**src/rtl/mul_booth.sv**
```systemverilog
// ---------------------------------------------------------------------------
// mul_booth
//
// Sequential signed radix-2 Booth multiplier on the 8-bit shared-bus
// protocol used by the restoring divider. After a start request the host
// presents the multiplicand, then the multiplier, on inbus (one cycle each).
// One Booth step runs per clock for WIDTH clocks. The 2*WIDTH-bit product
// then comes back on outbus as high half, then low half. done is high
// together with the low half.
//
// Ports:
//   clk     rising-edge clock
//   rst_n   asynchronous active-low reset
//   enable  start request, honoured in IDLE
//           (and in OUT_LO, for back-to-back operation)
//   inbus   operand bus: multiplicand, then multiplier (two's complement)
//   done    one-cycle strobe concurrent with the product low half
//   outbus  product high half, then low half; zero otherwise
// ---------------------------------------------------------------------------
module mul_booth #(
  parameter int WIDTH = 8
) (
  input  logic             clk,
  input  logic             rst_n,
  input  logic             enable,
  input  logic [WIDTH-1:0] inbus,
  output logic             done,
  output logic [WIDTH-1:0] outbus
);

  localparam int CW = $clog2(WIDTH) + 1;
  localparam logic [CW-1:0] LAST_STEP = CW'(WIDTH - 1);

  typedef enum logic [2:0] {
    IDLE,
    LOAD_M,
    LOAD_Q,
    ITER,
    OUT_HI,
    OUT_LO
  } state_t;

  state_t state;
  state_t state_next;

  logic [WIDTH-1:0] m_reg;
  logic [WIDTH:0]   a_reg;
  logic [WIDTH-1:0] q_reg;
  logic             q_m1;
  logic [CW-1:0]    cnt;

  logic [WIDTH:0]   m_sext;
  logic [WIDTH:0]   a_sum;

  // Booth recoding of the current multiplier bit pair selects add, subtract
  // or pass-through. A carries one guard bit above the product width. That
  // keeps the subtraction of the most negative multiplicand from wrapping.
  always_comb begin
    m_sext = {m_reg[WIDTH-1], m_reg};
    a_sum  = a_reg;
    case ({q_reg[0], q_m1})
      2'b01:   a_sum = a_reg + m_sext;
      2'b10:   a_sum = a_reg - m_sext;
      default: a_sum = a_reg;
    endcase
  end

  // State register. Reset abandons any operation in progress.
  always_ff @(posedge clk or negedge rst_n) begin
    if (!rst_n) begin
      state <= IDLE;
    end else begin
      state <= state_next;
    end
  end

  // Next-state logic and Moore output decode.
  // outbus and done depend only on the registered state and datapath, so no
  // input reaches the outputs combinationally. Holding enable high through
  // OUT_LO chains the next operation straight into LOAD_M. That gives one
  // product every WIDTH+4 cycles.
  always_comb begin
    state_next = state;
    done       = 1'b0;
    outbus     = '0;
    case (state)
      IDLE: begin
        if (enable) begin
          state_next = LOAD_M;
        end
      end
      LOAD_M: state_next = LOAD_Q;
      LOAD_Q: state_next = ITER;
      ITER: begin
        if (cnt == LAST_STEP) begin
          state_next = OUT_HI;
        end
      end
      OUT_HI: begin
        outbus     = a_reg[WIDTH-1:0];
        state_next = OUT_LO;
      end
      OUT_LO: begin
        outbus     = q_reg;
        done       = 1'b1;
        state_next = enable ? LOAD_M : IDLE;
      end
      default: state_next = IDLE;
    endcase
  end

  // Datapath registers.
  // Operands are captured in the two load states. Each ITER cycle applies
  // the Booth add/subtract, then arithmetically shifts {A,Q,Q-1} right by
  // one. A's guard bit is replicated into the vacated MSB. After WIDTH
  // steps, {A[WIDTH-1:0],Q} holds the signed product.
  always_ff @(posedge clk or negedge rst_n) begin
    if (!rst_n) begin
      m_reg <= '0;
      a_reg <= '0;
      q_reg <= '0;
      q_m1  <= 1'b0;
      cnt   <= '0;
    end else begin
      case (state)
        LOAD_M: begin
          m_reg <= inbus;
        end
        LOAD_Q: begin
          q_reg <= inbus;
          a_reg <= '0;
          q_m1  <= 1'b0;
          cnt   <= '0;
        end
        ITER: begin
          a_reg <= {a_sum[WIDTH], a_sum[WIDTH:1]};
          q_reg <= {a_sum[0], q_reg[WIDTH-1:1]};
          q_m1  <= q_reg[0];
          cnt   <= cnt + CW'(1);
        end
        default: begin
        end
      endcase
    end
  end

endmodule

```
**config.mk**
```make
export PLATFORM = sky130hd
export DESIGN_NAME = mul_booth
export DESIGN_NICKNAME = d
export VERILOG_FILES = /design/src/rtl/mul_booth.sv
export SDC_FILE = /design/constraint.sdc
export NUM_CORES = 1
export LEC_CHECK = 0
export ABC_AREA = 1
export CORE_UTILIZATION = 25
export CTS_BUF_LIST = sky130_fd_sc_hd__clkbuf_8
export CTS_CLUSTER_DIAMETER = 200
export DETAILED_ROUTE_END_ITERATION = 12
export HOLD_SLACK_MARGIN = 0.1
export MAX_ROUTING_LAYER = met4
export PLACE_DENSITY = 0.43
export SETUP_SLACK_MARGIN = 0.02
export SYNTH_ARGS = -nofsm -noshare
export SYNTH_HDL_FRONTEND = slang
export SYNTH_SLANG_ARGS = --single-unit
```
**constraint.sdc**
```tcl
create_clock -name clk -period 2.57 [get_ports clk]
set_input_delay 0.257 -clock clk [delete_from_list [all_inputs] [get_ports clk]]
set_output_delay 0.257 -clock clk [all_outputs]
set_load 0.1 [all_outputs]
```
==> results of run 1 <==
path summary, 6_finish.rpt:
kind                             to  slack, ns
min in group clk           m_reg[2]       0.53
max                        a_reg[7]       0.21
min                        q_reg[7]       0.37
max in group asynchronous  q_reg[4]       1.88
max reg2reg                a_reg[7]       0.21
min reg2reg                m_reg[2]       0.53
power by group through the flow:
stage	Sequential (W)	Clock [W]	Combinational (W)
floorplan	0.000854	0	0.00193
global placement	0.000925	0	0.00243
detailed placement	0.000924	0	0.00242
CTS	0.000916	0.000498	0.00243
global route	0.000948	0.000520	0.00279
finish	0.000920	0.000490	0.00246
cells by family (layout without fill, tap and decap cells):
logic type | count (synthesis) | count (layout) | share of synthesized area
buf+inv | 56 | 80 | 0.1101
xor+xnor | 8 | 8 | 0.03298
flops | 32 | 32 | 0.3769
simple gates | 115 | 115 | 0.2391
fa+ha+maj | 12 | 12 | 0.07420
compound gates | 59 | 59 | 0.1667
worst register-to-register path: stages (launching register included):
cell     delay, ns
dfrtp_1       0.36
inv_1         0.07
ha_1          0.31
inv_1         0.16
o21ai_0       0.13
xor2_1        0.16
inv_1         0.06
ha_1          0.33
nand2_1       0.08
nand2_1       0.07
nand2_1       0.06
nand2_1       0.04
a21oi_1       0.19
nand3_1       0.10
nand3_1       0.09
nand2_1       0.05
routing by layer:
metal  vias to the layer above  part of all wire  wire [um]
met5                         -                 0          0
met4                         0            0.0033         19
met3                         2             0.035        202
met2                        34              0.48       2732
met1                       885              0.49       2797
li1                        962                 -          -
cell usage after synthesis, drive strengths merged:
cell,number
ha,11
or2,2
xnor2,3
inv,50
o21bai,1
a21oi,17
buf,5
o22ai,7
nand4,3
o31ai,1
a21o,1
o21ai,22
nand3,15
nand2,74
fa,1
o211ai,4
clkinv,1
nor4,1
a31oi,1
xor2,5
nor2,20
o221ai,4
dfrtp,32
a22o,1
per-stage QoR:
step | util | hold slack [ns]
finish | 0.3140 | 0.3706
global route | 0.3140 | 0.4284
CTS | 0.3114 | 0.3895
detailed placement | 0.2983 | 0.5063
global placement | 0.2983 | 0.4943
floorplan | - | -0.03859
layout make-up:
cell class / instances / area [sq um]
Sequential cell: 32 / 800.8
Tap cell: 105 / 131.4
Inverter: 51 / 196.4
Multi-Input combinational cell: 194 / 1111
Clock inverter: 3 / 38.79
Fill cell: 917 / 5637
Clock buffer: 5 / 68.82
Timing Repair Buffer: 21 / 232.7
==> metrics.txt, run 1 <==
critical path, cell by cell=inv_1 > ha_1 > inv_1 > o21ai_0 > xor2_1 > inv_1 > ha_1 > nand2_1 > nand2_1 > nand2_1 > nand2_1 > a21oi_1 > nand3_1 > nand3_1 > nand2_1; dpl cells=403; Critical-path top delay cell=dfrtp_1; Hold Path Class=in2async; CP peak stage delay=0.36 ns; Clock Path Buffers=2; met1 GRT Util=0.1880; dpl hpwl=4299 um; # diodes=0; Int Power=0.001889 W; die width=94.19 um; outcome=finished clean; RR Startpoint=q_m1; Hold Vio Cnt, Final=0; GRT Resource Usage Total=0.1409; Critical Path AT=2.55 ns; Setup CP Type=reg2reg; Finished Layout Cells=411; Synth area leaders=dfrtp_1, nand2_1, inv_1; Fmax=0.4229 GHz; clock root cell=clkbuf_8; Initial Util=0.2586; vias in the first global route=1746; clock power share=0.127; min Tclk post-route=2.364 ns; worst skew pair latency=0.29 ns; CP Data Required Time=2.75 ns; Post-DRT Antenna Nets=0; Seq pwr share=0.238; Avg Inst Size Synth=7.534 sq um; met2 Use GR=0.2246; # rows=33; post-layout instance area=0.002580 sq mm; hold_buf cts=0; router iterations before antenna repair=5; Via density=4.582; Die Y=94.19 um; Post-Route Skew=0.007235 ns; most used routing layer=met2; Levels on crit path=15; most frequent cell on the critical path=nand2_1; post-synth cell types=35; Final Power=0.003866 W; setup slack at placement=0.1019 ns; final worst slack=0.2055 ns; Slew Limit Fails=0; Worst setup SP type=flip-flop; drt total wl=5751 um; crit path launch=q_m1; CTS tree=built; CP max FO=7; Yosys top cell by area=dfrtp_1; total placed instance area=0.002451 sq mm; Rel. slew slack=0.7111; # setup viols final=0; Power Dens Cells=1499 mW/mm^2; Crit. End Element=flip-flop; routability congestion estimate=0.7959; most frequent cells in the layout=nand2_1, inv_1, dfrtp_1, o21ai_0, nor2_1; core area=0.008217 sq mm; RSZ-0062 raised after global routing=yes; P&R area growth vs syn=21.44%; Top Family by Delay on Critical Path=adder cells; DRT iter0 DRCs=99; clk sinks=32; Leak=1.264 nW; MaxCap Viol Count=0; Netlist Area Pre-Place=0.002125 sq mm; Layout Nets=328; CTS H-tree depth=2; CTS buffer count=5; Yosys top cell area share=0.3769; die footprint=0.008871 sq mm; Psw=0.001977 W; WL per Instance=13.99 um; Final period util=0.9200; fraction of layout cells with a size suffix above 1=0.1307; Worst Max-Slew Pin Slew=0.4288 ns; Seq/Total Area, Yosys=0.3769; largest net degree at the start of global routing=33; CTS resizes=0; Worst-path clk slew=0.08 ns; initial antenna violation count=0; # port buffers=19; Vias=1883; switching share of power=0.5115; Yosys reg bits=32; Comb pwr share=0.635; Remaining DRCs=0; Yosys Warn Count=0; postcts setup bufs=0; first-pass GRT wire length=9211 um; Buf+Inv Stages, Crit Path=3; commonest non-fill, non-tap cell in the layout=nand2_1; Final TNS setup=0 ns; Top Ports=20; Worst Reg2Reg Path Length in Cells=15; GRT met3 Usage=0.02184; GR Overflow Total=0; worst vdd ir=0.5596 mV; Post-Synthesis Cells=282; synthesized net count=305
Power figures use the tool's default switching activity.
==> inputs of run 2 (changes only) <==
- PLACE_DENSITY: 0.43 -> 0.49
==> run 2 against run 1 <==
Against the previous run:
- clock skew down 0.0025 ns
- final cell count unchanged
- core utilization shrank 0.14 points
- die area unchanged
- combinational power barely moved
- non-clock buffer count did not move
- routed wire length decreased by 2.9%
- first-iteration DRC count is 24% lower
- critical path type unchanged
- largest cell class unchanged
==> metrics.txt, run 2 (same netlist as run 1, synthesis figures left out) <==
# diodes=0 (unchanged); GRT Resource Usage Total=0.1412 (was 0.1409); # port buffers=19 (unchanged); MaxCap Viol Count=0 (unchanged); Layout Nets=328 (unchanged); Leak=1.260 nW (was 1.264 nW); die width=94.19 um (unchanged); CP max FO=7 (unchanged); drt total wl=5584 um (was 5751 um); Worst-path clk slew=0.07 ns (was 0.08 ns); Final period util=0.8936 (was 0.9200); met1 GRT Util=0.1837 (was 0.1880); initial antenna violation count=0 (unchanged); RSZ-0062 raised after global routing=no (was yes); Post-Route Skew=0.004765 ns (was 0.007235 ns); critical path, cell by cell=ha_1 > a31oi_1 > xor2_1 > inv_1 > ha_1 > a21oi_1 > nand2_1 > a21oi_2 > nand3_1 > nand3_1 > nand2_1 (was inv_1 > ha_1 > inv_1 > o21ai_0 > xor2_1 > inv_1 > ha_1 > nand2_1 > nand2_1 > nand2_1 > nand2_1 > a21oi_1 > nand3_1 > nand3_1 > nand2_1); CP Data Required Time=2.75 ns (about the same); Rel. slew slack=0.7101 (was 0.7111); Final Power=0.003843 W (was 0.003866 W); commonest non-fill, non-tap cell in the layout=nand2_1 (unchanged); # setup viols final=0 (unchanged); dpl hpwl=4252 um (was 4299 um); Die Y=94.19 um (unchanged); Power Dens Cells=1496 mW/mm^2 (was 1499 mW/mm^2); Worst setup SP type=flip-flop (unchanged); routability congestion estimate=0.8634 (was 0.7959); Buf+Inv Stages, Crit Path=1 (was 3); Initial Util=0.2586 (unchanged); Worst Max-Slew Pin Slew=0.4349 ns (was 0.4288 ns); Clock Path Buffers=2 (unchanged); fillers=893 (was 917); CP peak stage delay=0.38 ns (was 0.36 ns); postcts setup bufs=0 (unchanged); Via density=4.594 (was 4.582); router iterations before antenna repair=4 (was 5); worst vdd ir=0.4573 mV (was 0.5596 mV); first-pass GRT wire length=9135 um (was 9211 um); Slew Limit Fails=0 (unchanged); Critical-path top delay cell=dfrtp_1 (unchanged); clock root cell=clkbuf_8 (unchanged); area of the multi-input gates=0.001112 sq mm (was 0.001111 sq mm); Hold Path Class=in2async (unchanged); Post-DRT Antenna Nets=0 (unchanged); GRT met3 Usage=0.02751 (was 0.02184); GR Overflow Total=0 (unchanged); worst skew pair latency=0.29 ns (about the same); most frequent cells in the layout=nand2_1, inv_1, dfrtp_1, o21ai_0, nor2_1 (unchanged); Worst Reg2Reg Path Length in Cells=11 (was 15); # rows=33 (unchanged); min Tclk post-route=2.297 ns (was 2.364 ns); Hold Vio Cnt, Final=0 (unchanged); Top Family by Delay on Critical Path=adder cells (unchanged); met2 Use GR=0.2150 (was 0.2246); clk sinks=32 (unchanged); Remaining DRCs=0 (unchanged); core area=0.008217 sq mm (unchanged); Hold WS=0.3646 ns (was 0.3706 ns); Critical Path AT=2.48 ns (was 2.55 ns); Setup CP Type=reg2reg (unchanged); Levels on crit path=11 (was 15); Fmax=0.4354 GHz (was 0.4229 GHz); Vias=1888 (was 1883); Crit. End Element=flip-flop (unchanged); most used routing layer=met2 (unchanged); DRT iter0 DRCs=75 (was 99); CTS H-tree depth=2 (unchanged); P&R area growth vs syn=20.91% (was 21.44%); largest net degree at the start of global routing=33 (unchanged); fraction of layout cells with a size suffix above 1=0.1340 (was 0.1307); Top Ports=20 (unchanged); vias in the first global route=1837 (was 1746); CTS buffer count=5 (unchanged); outcome=finished clean (unchanged); Sequential Area=800.8 sq um (unchanged); CTS tree=built (unchanged); WL per Instance=13.59 um (was 13.99 um); die footprint=0.008871 sq mm (unchanged)
-- run 2: final cells by class --
class	instances	share of cell area
multi-input combinational	194	0.4330
sequential	32	0.3117
timing repair buffer	21	0.08573
inverter	51	0.07647
tap	105	0.05114
clock buffer	5	0.02679
clock inverter	3	0.01510
-- run 2: worst register-to-register path, cell delays in order, from the launching register on --
cell and delay [ns]:
dfrtp_1 0.38, ha_1 0.27, a31oi_1 0.22, xor2_1 0.17, inv_1 0.06, ha_1 0.36
a21oi_1 0.21, nand2_1 0.13, a21oi_2 0.18, nand3_1 0.09, nand3_1 0.08, nand2_1 0.04
-- run 2: worst paths after layout --
check,to,slack [ns],from
max,a_reg[7],0.27,q_reg[0]
min,a_reg[7],0.36,rst_n
max reg2reg,a_reg[7],0.27,q_reg[0]
min reg2reg,q_reg[6],0.53,q_reg[7]
max in group asynchronous,m_reg[3],1.88,rst_n
min in group clk,q_reg[6],0.53,q_reg[7]
-- run 2: per-stage QoR --
| step | util | area [sq um] | setup slack, ns | std cells | setup TNS (ns) |
|---|---|---|---|---|---|
| 3_3_place_gp | 0.2968 | 2439 | 0.09070 | 403 | 0 |
| 6_report | 0.3126 | 2569 | 0.2734 | 411 | 0 |
| 3_5_place_dp | 0.2968 | 2439 | 0.1169 | 403 | 0 |
| 4_1_cts | 0.3099 | 2546 | 0.09979 | 411 | 0 |
| 2_1_floorplan | - | 2125 | -0.5899 | 282 | -1.770 |
| 5_1_grt | 0.3126 | 2569 | 0.07538 | 411 | 0 |
-- run 2: per-layer routing --
layer,share of wire,routed length (um),up-vias
met2,0.46,2584,33
met1,0.48,2698,882
li1,-,-,963
met5,0,0,-
met4,0.019,107,0
met3,0.035,194,10
-- run 2: what timing repair did --
item                       4_1_cts  5_1_grt
hold buffers                     0        0
setup endpoints to repair        0        2
gates resized for setup          0        5
hold endpoints to repair         0        0
-- run 2: power by group --
part           switching (W)  leakage [nW]  total, W  internal (W)
clock network       0.000202        0.0593  0.000486      0.000284
logic                0.00155         0.797   0.00243      0.000879
registers           0.000200         0.404  0.000924      0.000724
total                0.00196          1.26   0.00384       0.00189
